`src/rtl/mem_arbiter_pkg.sv`:
```
// Shared definitions for the instruction-fetch / MEM-stage RAM port arbiter.
// Holds the bus widths, the FSM state encoding, the access-size codes, the
// owner codes and the default I/O base address. Optional build macro used by
// the arbiter: MEM_ARB_FAIR_EN.
package mem_arbiter_pkg;

  // Bus widths
  localparam int BUS_W  = 32;
  localparam int BYTE_W = 8;

  // Arbiter FSM states
  localparam logic [1:0] ST_IDLE  = 2'd0;
  localparam logic [1:0] ST_ISSUE = 2'd1;
  localparam logic [1:0] ST_TAIL  = 2'd2;
  localparam logic [1:0] ST_RESP  = 2'd3;

  // MEM access size codes
  localparam logic [1:0] CNF_NONE = 2'd0;
  localparam logic [1:0] CNF_B    = 2'd1;
  localparam logic [1:0] CNF_H    = 2'd2;
  localparam logic [1:0] CNF_W    = 2'd3;

  // Transaction owner codes
  localparam logic OWN_IF  = 1'b0;
  localparam logic OWN_MEM = 1'b1;

  // Start of the memory-mapped I/O region
  localparam logic [31:0] IO_BASE_DEFAULT = 32'h0003_0000;

  // Number of RAM byte cycles for a MEM access size
  function automatic logic [2:0] cnf_to_n(input logic [1:0] cnf);
    logic [2:0] n;
    case (cnf)
      CNF_B:   n = 3'd1;
      CNF_H:   n = 3'd2;
      CNF_W:   n = 3'd4;
      default: n = 3'd0;
    endcase
    return n;
  endfunction

endpackage

```
`src/rtl/mem_arbiter_byte_seq.sv`:
```
// mem_byte_seq: byte sequencer behind the arbiter FSM. Latches the transfer
// parameters on start, steps the RAM byte address once per issue cycle,
// selects the little-endian write byte and assembles read bytes that arrive
// one cycle after their address.
module mem_byte_seq
  import mem_arbiter_pkg::*;
#(
  parameter int ADDR_W = 32
) (
  input  logic              clk,
  input  logic              rst,
  input  logic              i_start,
  input  logic              i_step,
  input  logic [ADDR_W-1:0] i_base,
  input  logic [2:0]        i_n,
  input  logic              i_wr,
  input  logic [BUS_W-1:0]  i_wdata,
  input  logic [BYTE_W-1:0] i_ram_din,
  output logic [ADDR_W-1:0] o_ram_a,
  output logic [BYTE_W-1:0] o_ram_dout,
  output logic              o_last,
  output logic              o_done,
  output logic [BUS_W-1:0]  o_rdata
);

  logic [ADDR_W-1:0] r_addr;
  logic [2:0]        r_cnt;
  logic [2:0]        r_n;
  logic              r_wr;
  logic [BUS_W-1:0]  r_wdata;
  logic [BUS_W-1:0]  r_asm;
  logic              r_cap_en;
  logic [1:0]        r_cap_idx;

  logic [BYTE_W-1:0] w_wbyte [4];
  logic [BUS_W-1:0]  w_asm_next;

  // Per-byte write select and read merge (byte gi lands in bits [8gi+7:8gi])
  genvar gi;
  generate
    for (gi = 0; gi < 4; gi++) begin : g_byte
      assign w_wbyte[gi] = r_wdata[BYTE_W*gi +: BYTE_W];
      assign w_asm_next[BYTE_W*gi +: BYTE_W] =
        (r_cap_en && (r_cap_idx == 2'(gi))) ? i_ram_din : r_asm[BYTE_W*gi +: BYTE_W];
    end
  endgenerate

  assign o_ram_a    = r_addr;
  assign o_ram_dout = w_wbyte[r_cnt[1:0]];
  assign o_last     = (r_cnt == (r_n - 3'd1));
  assign o_done     = r_cap_en && ({1'b0, r_cap_idx} == (r_n - 3'd1));
  assign o_rdata    = w_asm_next;

  // Latch transfer on start, then advance address/count and capture read bytes
  always_ff @(posedge clk) begin
    if (rst) begin
      r_addr    <= '0;
      r_cnt     <= 3'd0;
      r_n       <= 3'd0;
      r_wr      <= 1'b0;
      r_wdata   <= '0;
      r_asm     <= '0;
      r_cap_en  <= 1'b0;
      r_cap_idx <= 2'd0;
    end else if (i_start) begin
      r_addr    <= i_base;
      r_cnt     <= 3'd0;
      r_n       <= i_n;
      r_wr      <= i_wr;
      r_wdata   <= i_wdata;
      r_asm     <= '0;
      r_cap_en  <= 1'b0;
      r_cap_idx <= 2'd0;
    end else begin
      r_asm    <= w_asm_next;
      // Byte issued this cycle is on ram_din next cycle
      r_cap_en <= i_step && !r_wr;
      if (i_step) begin
        r_cap_idx <= r_cnt[1:0];
        r_cnt     <= r_cnt + 3'd1;
        // Hold the last issued address so ram_a is stable while idle
        if (!o_last) begin
          r_addr <= r_addr + 1'b1;
        end
      end
    end
  end

endmodule

```
`src/rtl/mem_arbiter.sv`:
```
// mem_arbiter: shares the byte-wide RAM port between instruction fetch and
// the MEM stage. One requester is granted at a time and its B/H/W access is
// serialised into little-endian byte cycles by mem_byte_seq.
// Optional build macro: MEM_ARB_FAIR_EN (alternate to IF after a MEM grant).
module mem_arbiter
  import mem_arbiter_pkg::*;
#(
  parameter int              ADDR_W  = 32,
  parameter logic [ADDR_W-1:0] IO_BASE = ADDR_W'(IO_BASE_DEFAULT)
) (
  input  logic              clk,
  input  logic              rst,
  input  logic              i_if_req,
  input  logic [ADDR_W-1:0] i_if_addr,
  input  logic              i_if_flush,
  output logic              o_if_done,
  output logic [BUS_W-1:0]  o_if_data,
  input  logic              i_mem_req,
  input  logic              i_mem_wr,
  input  logic [1:0]        i_mem_cnf,
  input  logic [ADDR_W-1:0] i_mem_addr,
  input  logic [BUS_W-1:0]  i_mem_wdata,
  output logic              o_mem_done,
  output logic [BUS_W-1:0]  o_mem_rdata,
  output logic              o_busy,
  output logic [ADDR_W-1:0] o_ram_a,
  output logic              o_ram_wr,
  output logic [BYTE_W-1:0] o_ram_dout,
  input  logic [BYTE_W-1:0] i_ram_din
);

  logic [1:0]       r_state;
  logic [1:0]       w_state_next;
  logic             r_owner;
  logic             r_wr;
  logic [BUS_W-1:0] r_if_data;
  logic [BUS_W-1:0] r_mem_rdata;

  logic             w_mem_valid;
  logic             w_if_valid;
  logic             w_grant_mem;
  logic             w_grant_if;
  logic             w_start;
  logic             w_step;
  logic             w_flush_own;
  logic             w_if_done;
  logic             w_mem_done;
  logic [ADDR_W-1:0] w_seq_base;
  logic [2:0]       w_seq_n;
  logic             w_seq_last;
  logic             w_seq_done;
  logic [BUS_W-1:0] w_seq_rdata;

  assign w_mem_valid = i_mem_req && (i_mem_cnf != CNF_NONE);
  assign w_if_valid  = i_if_req && !i_if_flush;

`ifdef MEM_ARB_FAIR_EN
  logic r_last_owner;

  // After a completed MEM grant, IF wins a tie
  assign w_grant_if  = w_if_valid && (!w_mem_valid || (r_last_owner == OWN_MEM));
  assign w_grant_mem = w_mem_valid && !w_grant_if;

  // Remember who completed last
  always_ff @(posedge clk) begin
    if (rst) begin
      r_last_owner <= OWN_IF;
    end else if (w_if_done || w_mem_done) begin
      r_last_owner <= r_owner;
    end
  end
`else
  assign w_grant_mem = w_mem_valid;
  assign w_grant_if  = w_if_valid && !w_mem_valid;
`endif

  assign w_start     = (r_state == ST_IDLE) && (w_grant_mem || w_grant_if);
  assign w_step      = (r_state == ST_ISSUE);
  assign w_flush_own = i_if_flush && (r_owner == OWN_IF);
  assign w_seq_base  = w_grant_mem ? i_mem_addr : i_if_addr;
  assign w_seq_n     = w_grant_mem ? cnf_to_n(i_mem_cnf) : 3'd4;

  // A flush arriving in the IF response cycle still cancels the done pulse
  assign w_if_done  = (r_state == ST_RESP) && (r_owner == OWN_IF) && !i_if_flush;
  assign w_mem_done = (r_state == ST_RESP) && (r_owner == OWN_MEM);

  mem_byte_seq #(
    .ADDR_W (ADDR_W)
  ) u_seq (
    .clk        (clk),
    .rst        (rst),
    .i_start    (w_start),
    .i_step     (w_step),
    .i_base     (w_seq_base),
    .i_n        (w_seq_n),
    .i_wr       (w_grant_mem && i_mem_wr),
    .i_wdata    (i_mem_wdata),
    .i_ram_din  (i_ram_din),
    .o_ram_a    (o_ram_a),
    .o_ram_dout (o_ram_dout),
    .o_last     (w_seq_last),
    .o_done     (w_seq_done),
    .o_rdata    (w_seq_rdata)
  );

  // Next-state logic: IDLE -> ISSUE -> (TAIL for reads) -> RESP -> IDLE
  always_comb begin
    w_state_next = r_state;
    case (r_state)
      ST_IDLE: begin
        if (w_start) w_state_next = ST_ISSUE;
      end
      ST_ISSUE: begin
        if (w_flush_own)     w_state_next = ST_IDLE;
        else if (w_seq_last) w_state_next = r_wr ? ST_RESP : ST_TAIL;
      end
      ST_TAIL: begin
        if (w_flush_own)     w_state_next = ST_IDLE;
        else if (w_seq_done) w_state_next = ST_RESP;
      end
      default: w_state_next = ST_IDLE;
    endcase
  end

  // State, owner and direction registers
  always_ff @(posedge clk) begin
    if (rst) begin
      r_state <= ST_IDLE;
      r_owner <= OWN_IF;
      r_wr    <= 1'b0;
    end else begin
      r_state <= w_state_next;
      if (w_start) begin
        r_owner <= w_grant_mem ? OWN_MEM : OWN_IF;
        r_wr    <= w_grant_mem && i_mem_wr;
      end
    end
  end

  // Returned data holds until the next done for the same port
  always_ff @(posedge clk) begin
    if (rst) begin
      r_if_data   <= '0;
      r_mem_rdata <= '0;
    end else begin
      if (w_if_done)           r_if_data   <= w_seq_rdata;
      if (w_mem_done && !r_wr) r_mem_rdata <= w_seq_rdata;
    end
  end

  assign o_if_done   = w_if_done;
  assign o_mem_done  = w_mem_done;
  assign o_if_data   = w_if_done ? w_seq_rdata : r_if_data;
  assign o_mem_rdata = (w_mem_done && !r_wr) ? w_seq_rdata : r_mem_rdata;
  assign o_busy      = (r_state != ST_IDLE);
  assign o_ram_wr    = (r_state == ST_ISSUE) && r_wr;

endmodule

```
`config.mk`:
```
export PLATFORM = sky130hd
export DESIGN_NAME = mem_arbiter
export DESIGN_NICKNAME = d
export VERILOG_FILES = /design/src/rtl/mem_arbiter_pkg.sv /design/src/rtl/mem_arbiter_byte_seq.sv /design/src/rtl/mem_arbiter.sv
export SDC_FILE = /design/constraint.sdc
export NUM_CORES = 1
export LEC_CHECK = 0
export BUFFER_PORTS_ARGS = -buffer_cell sky130_fd_sc_hd__buf_2
export CORE_UTILIZATION = 45
export CTS_CLUSTER_DIAMETER = 40
export DETAILED_ROUTE_END_ITERATION = 8
export PLACE_DENSITY = 0.71
export SYNTH_ARGS = -nofsm -noshare
export SYNTH_HDL_FRONTEND = slang
export SYNTH_SLANG_ARGS = --single-unit
```
`constraint.sdc`:
```
create_clock -name clk -period 3.2 [get_ports clk]
set_input_delay 0.32 -clock clk [delete_from_list [all_inputs] [get_ports clk]]
set_output_delay 0.32 -clock clk [all_outputs]
set_load 0.02 [all_outputs]
```
Word-level counts from Yosys, hierarchy flattened
Index checks and enable logic that the tools add are counted.

storage, ports and cells
  register bits = 173
  bits in latches = 0
  memory bits (writable) = 0
  ROM bits = 0
  input port bits = 112
  output and inout port bits = 108
  memories = 0

operators by class
  $add $sub $neg = 3
  $mul = 0
  div/mod/pow operators = 0
  order comparisons = 1
  equal/unequal tests = 15
  shifts and indexed selects = 0
  muxes and demuxes = 23
  bitwise operators = 2
  reductions and logical operators = 29

operators with widths
  kind                                                       count
  two-way mux 32 bit                                         6
  two-way mux 8 bit                                          6
  adder 32 x 1 -> 32 bit (second input constant)             1
  logical AND 1 bit                                          17
  binary-select mux 8 bit (select 2 bit)                     1
  equality test 2 bit (second input constant)                6
  two-way mux 2 bit                                          5
  one-hot mux 3 bit (3 select lines)                         1
  equality test 2 x 1 -> 1 bit (second input constant)       3
  one-hot mux 2 bit (3 select lines)                         1
  nonzero test 2 bit                                         3
  logical NOT 2 bit                                          2
  != test 2 x 1 -> 1 bit (second input constant)             2
  adder 3 x 1 -> 3 bit (second input constant)               1
  equality test 2 x 3 -> 1 bit                               1
  equality test 3 bit                                        1
  greater-or-equal comparator 3 bit (second input constant)  1
  logical NOT 1 bit                                          3
  two-way mux 3 bit                                          1
  != test 3 x 2 -> 1 bit (second input constant)             1
  != test 3 bit (second input constant)                      1
  inverter 2 -> 3 bit                                        1
  AND reduction 3 bit                                        1
  subtractor 3 x 1 -> 3 bit (second input constant)          1
  other kinds (5)                                            6

Depth between registers and ports, before layout
  depth after elaboration = 8
  depth in mapped cells = 8
  depth with buffers taken out = 7

Modules after synthesis
Synthesis repeated with hierarchy kept, for this count alone.

second synthesis, totals
  cell total of the unflattened synthesis = 766
  area, all modules = 8061.5 um^2

modules (own cells, without submodules)
  module        instances  cells an instance  area an instance (um^2)  seq. area each (um^2)
  mem_byte_seq  1          489                4807.1                   2122.0
  mem_arbiter   1          277                3254.4                   1361.3

Worst setup path after synthesis
Ideal clock, no wire load.

  path kind = register -> output
  start = register r_state[0]
  end = output o_if_data[14]
  data arrival time = 1.656 ns
  required time = 2.880 ns
  path slack = 1.224 ns
  cell stages (with the launch flop) = 8
  path through = dfxtp_1 buf_2 inv_1 nor4_1 buf_2 buf_2 nor2_1 a21oi_1

between the ends
  word-level cells in the longest chain between the ends = 4

RTL lines
  item                             line                source
  start: declaration               mem_arbiter.sv:32   logic [1:0] r_state;
  start signal: assignment         mem_arbiter.sv:132  r_state <= w_state_next;
  equality test 2 bit              mem_arbiter.sv:84   assign w_if_done = (r_state == ST_RESP) && (r_owner == OWN_IF) && !i_if_flush;
  logical AND 1 bit (2 in series)  mem_arbiter.sv:84
  two-way mux 32 bit               --
  end: declaration                 mem_arbiter.sv:17   output logic [BUS_W-1:0] o_if_data,

Every way passes these cells.

Final worst setup path
  start = register r_state[0]
  end = output o_if_data[20]

Same word-level chain as after synthesis.

==> out/qor.txt <==
die height: 133 microns
Hold Crit Class: input pin to register
# Post-CTS Setup Buffers: 0
global-route wire length before repair: 33.8 mm
die width: 133 microns
fin crit period: 2.62 ns
clock sink count: 173
cell row count: 47
Crit. End Element: primary output
adder-cell share of the synthesized area: 0.00488
maximum clock frequency: 382 MHz
Seq/Total Area, Yosys: 0.450
hpwl dp: 14.3 mm
crit-path max FO: 65
Post-CTS Hold Fix Bufs: 0
Post-Route WL: 20.5 mm
Final nets: 1236
Synth Instances: 933
TritonCTS clock tree: done
most frequent cells in the layout: 218 x buf_2, 182 x nand2_1, 173 x dfxtp_1, 105 x a21oi_1, 78 x nor2_1
data arrival time of the worst path: 2.30 ns
Hold Path Origin: i_mem_wr
Synth top area share: 0.450
Antenna Nets Post-Route: 0
total grt overflow: 0
WS Path Type: register to primary output
FF+latch count, synth: 173
setup violators final: 0
Placer Congestion: 0.851
clk buf depth: 2
Worst-Margin Slew: 0.642 ns
vias per cell: 5.27
die area: 17600 sq um
IO Pins: 220
Post-Syn Nets: 1048
vias in the first global route: 6669
clk root buf: clkbuf_16
H-Tree Depth: 4
Synth Area in XOR/XNOR: 0.0268
distinct cell type count of the synthesized netlist: 58
placed cell area: 8980 sq um
Design Area, Final: 9570 sq um
Synth area leaders: dfxtp_1 45%, nand2_1 8.9%, a21oi_1 6.8%
Synth async-reset ratio: 0
Critical Path Start: r_state[0]$_SDFFE_PP0P_
largest family of logic cells by synthesized area: simple AND/OR/NAND/NOR gates
most common cell after layout, fill and taps aside: buf_2
Synth Area in Compound Gates: 0.159
Max VDD drop: 431 uV
core area: 16600 sq um
Yosys top cell by area: dfxtp_1
Final period util: 0.818
setup_tns: 0 ns
Post-Synth Simple-Gate Area: 0.249
number of I/O port buffers: 219
RR Startpoint: u_seq.r_n[0]$_SDFFE_PP0P_
worst rel slew slack: 0.572
CTS Buf Count: 17
clock latency on the worst-skew pair: 0.43 ns
Avg WL per Cell: 15.1 microns
P_leak: 0.00426 uW
share of cells above drive strength 1: 0.266
proportion of synthesized area in mux cells: 0.0706
RSZ-0062 raised after global routing: no
Residual DRC: 0
Final Hold Viols: 0
First-pass DRT Iterations: 5
DR iter-0 viols: 451
Global Route Usage Sum: 0.240
worst clock skew: 0.0103 ns
synthesized area: 7700 sq um
Post-Syn Area per Cell: 8.25 sq um
pin count of the biggest net entering global routing: 66
initial antenna violation count: 2
Top FF cell, synth: dfxtp_1
area grow syn2layout: 24.3%
Pwr Density: 548 nW/um^2
cts repair resizes: 0
status: completed
Clock transition at path regs: 0.06 ns
Max Cap Viol: 0
Worst setup SP type: register
Final Max Slew Viols: 0
CP required: 2.88 ns
vias: 7142
yosys warns: 0
Starting Density: 0.462
number of synthesized flops with an enable pin: 0
[kinds of logic after synthesis]
family          after synthesis
simple gates                406
flops                       173
mux                          44
compound gates              209
xor+xnor                     22
fa+ha+maj                     3
buf+inv                      76
[worst max-delay path: stages, from the launching register on]
cell	delay [ns]
dfxtp_1	0.54
inv_1	0.17
nor4_2	0.35
buf_12	0.31
nor2_1	0.07
a21oi_1	0.19
buf_2	0.20
[final timing paths]
kind / end / slack (ns) / cells after the start
setup / recovery: o_if_data[20] / 0.58 / 6
hold / removal: u_seq.r_wr$_SDFFE_PP0P_ / 0.12 / 2
setup reg to reg: u_seq.o_ram_a[28]$_SDFFE_PP0P_ / 0.83 / 7
hold reg to reg: u_seq.r_wdata[9]$_SDFFE_PP0P_ / 0.45 / 2
[registers in the layout (all words and copies together), names as in the netlist]
signal / flops
u_seq.o_ram_a: 32
u_seq.r_wdata: 32
r_mem_rdata: 32
r_owner: 1
r_state: 2
u_seq.r_n: 3
u_seq.r_cap_en: 1
u_seq.r_cap_idx: 2
r_if_data: 32
u_seq.r_asm: 32
u_seq.r_cnt: 3
u_seq.r_wr: 1
[cell type report]
type / count / area (sq um)
Clock buffer: 20 / 457
Timing Repair Buffer: 235 / 1240
Inverter: 10 / 37.5
Fill cell: 1535 / 7070
Tap cell: 220 / 275
Multi-Input combinational cell: 684 / 3960
Sequential cell: 173 / 3460
Antenna cell: 2 / 5.00
Clock inverter: 12 / 130
[metal layers]
layer	track usage	vias up	wire length (microns)
met2	0.386	241	9460
met1	0.315	3294	9360
met4	0.0639	0	210
met5	0	-	0
li1	-	3594	-
met3	0.0674	13	1460
[stage by stage]
| stage | hold WS [ns] | power [uW] | cells | utilization | setup slack (ns) |
|---|---|---|---|---|---|
| global placement | 0.440 | 3230 | 1322 | 0.539 | 0.943 |
| finish | 0.121 | 5250 | 1356 | 0.575 | 0.582 |
| floorplan | 0.433 | 2930 | 933 | - | 1.22 |
| global route | 0.105 | 5470 | 1355 | 0.575 | 0.331 |
| detailed placement | 0.446 | 3240 | 1322 | 0.539 | 0.872 |
| CTS | 0.106 | 5280 | 1354 | 0.575 | 0.552 |
[cells in the mapped netlist, types with 3 or more instances]
cell type,count
nand4_1,11
nand3b_1,3
nor3_1,10
nand2_1,182
nand3_1,16
and3_1,10
mux4_2,8
a21oi_1,105
o21ai_0,51
nor4_1,6
nand2b_1,6
nor2b_1,65
dfxtp_1,173
xnor2_1,10
xor2_1,11
ha_1,3
clkbuf_1,47
inv_1,10
nor2_1,78
a31o_2,15
and4_1,5
buf_1,6
mux2i_1,34
buf_2,12
and2_1,3
a31oi_1,10
o32ai_1,4
[power breakdown]
part           leakage, uW  switching, uW  internal, uW
clock network     0.000288            911          1140
logic              0.00257            515           310
registers          0.00141            114          2260
Power figures use the tool's default switching activity.
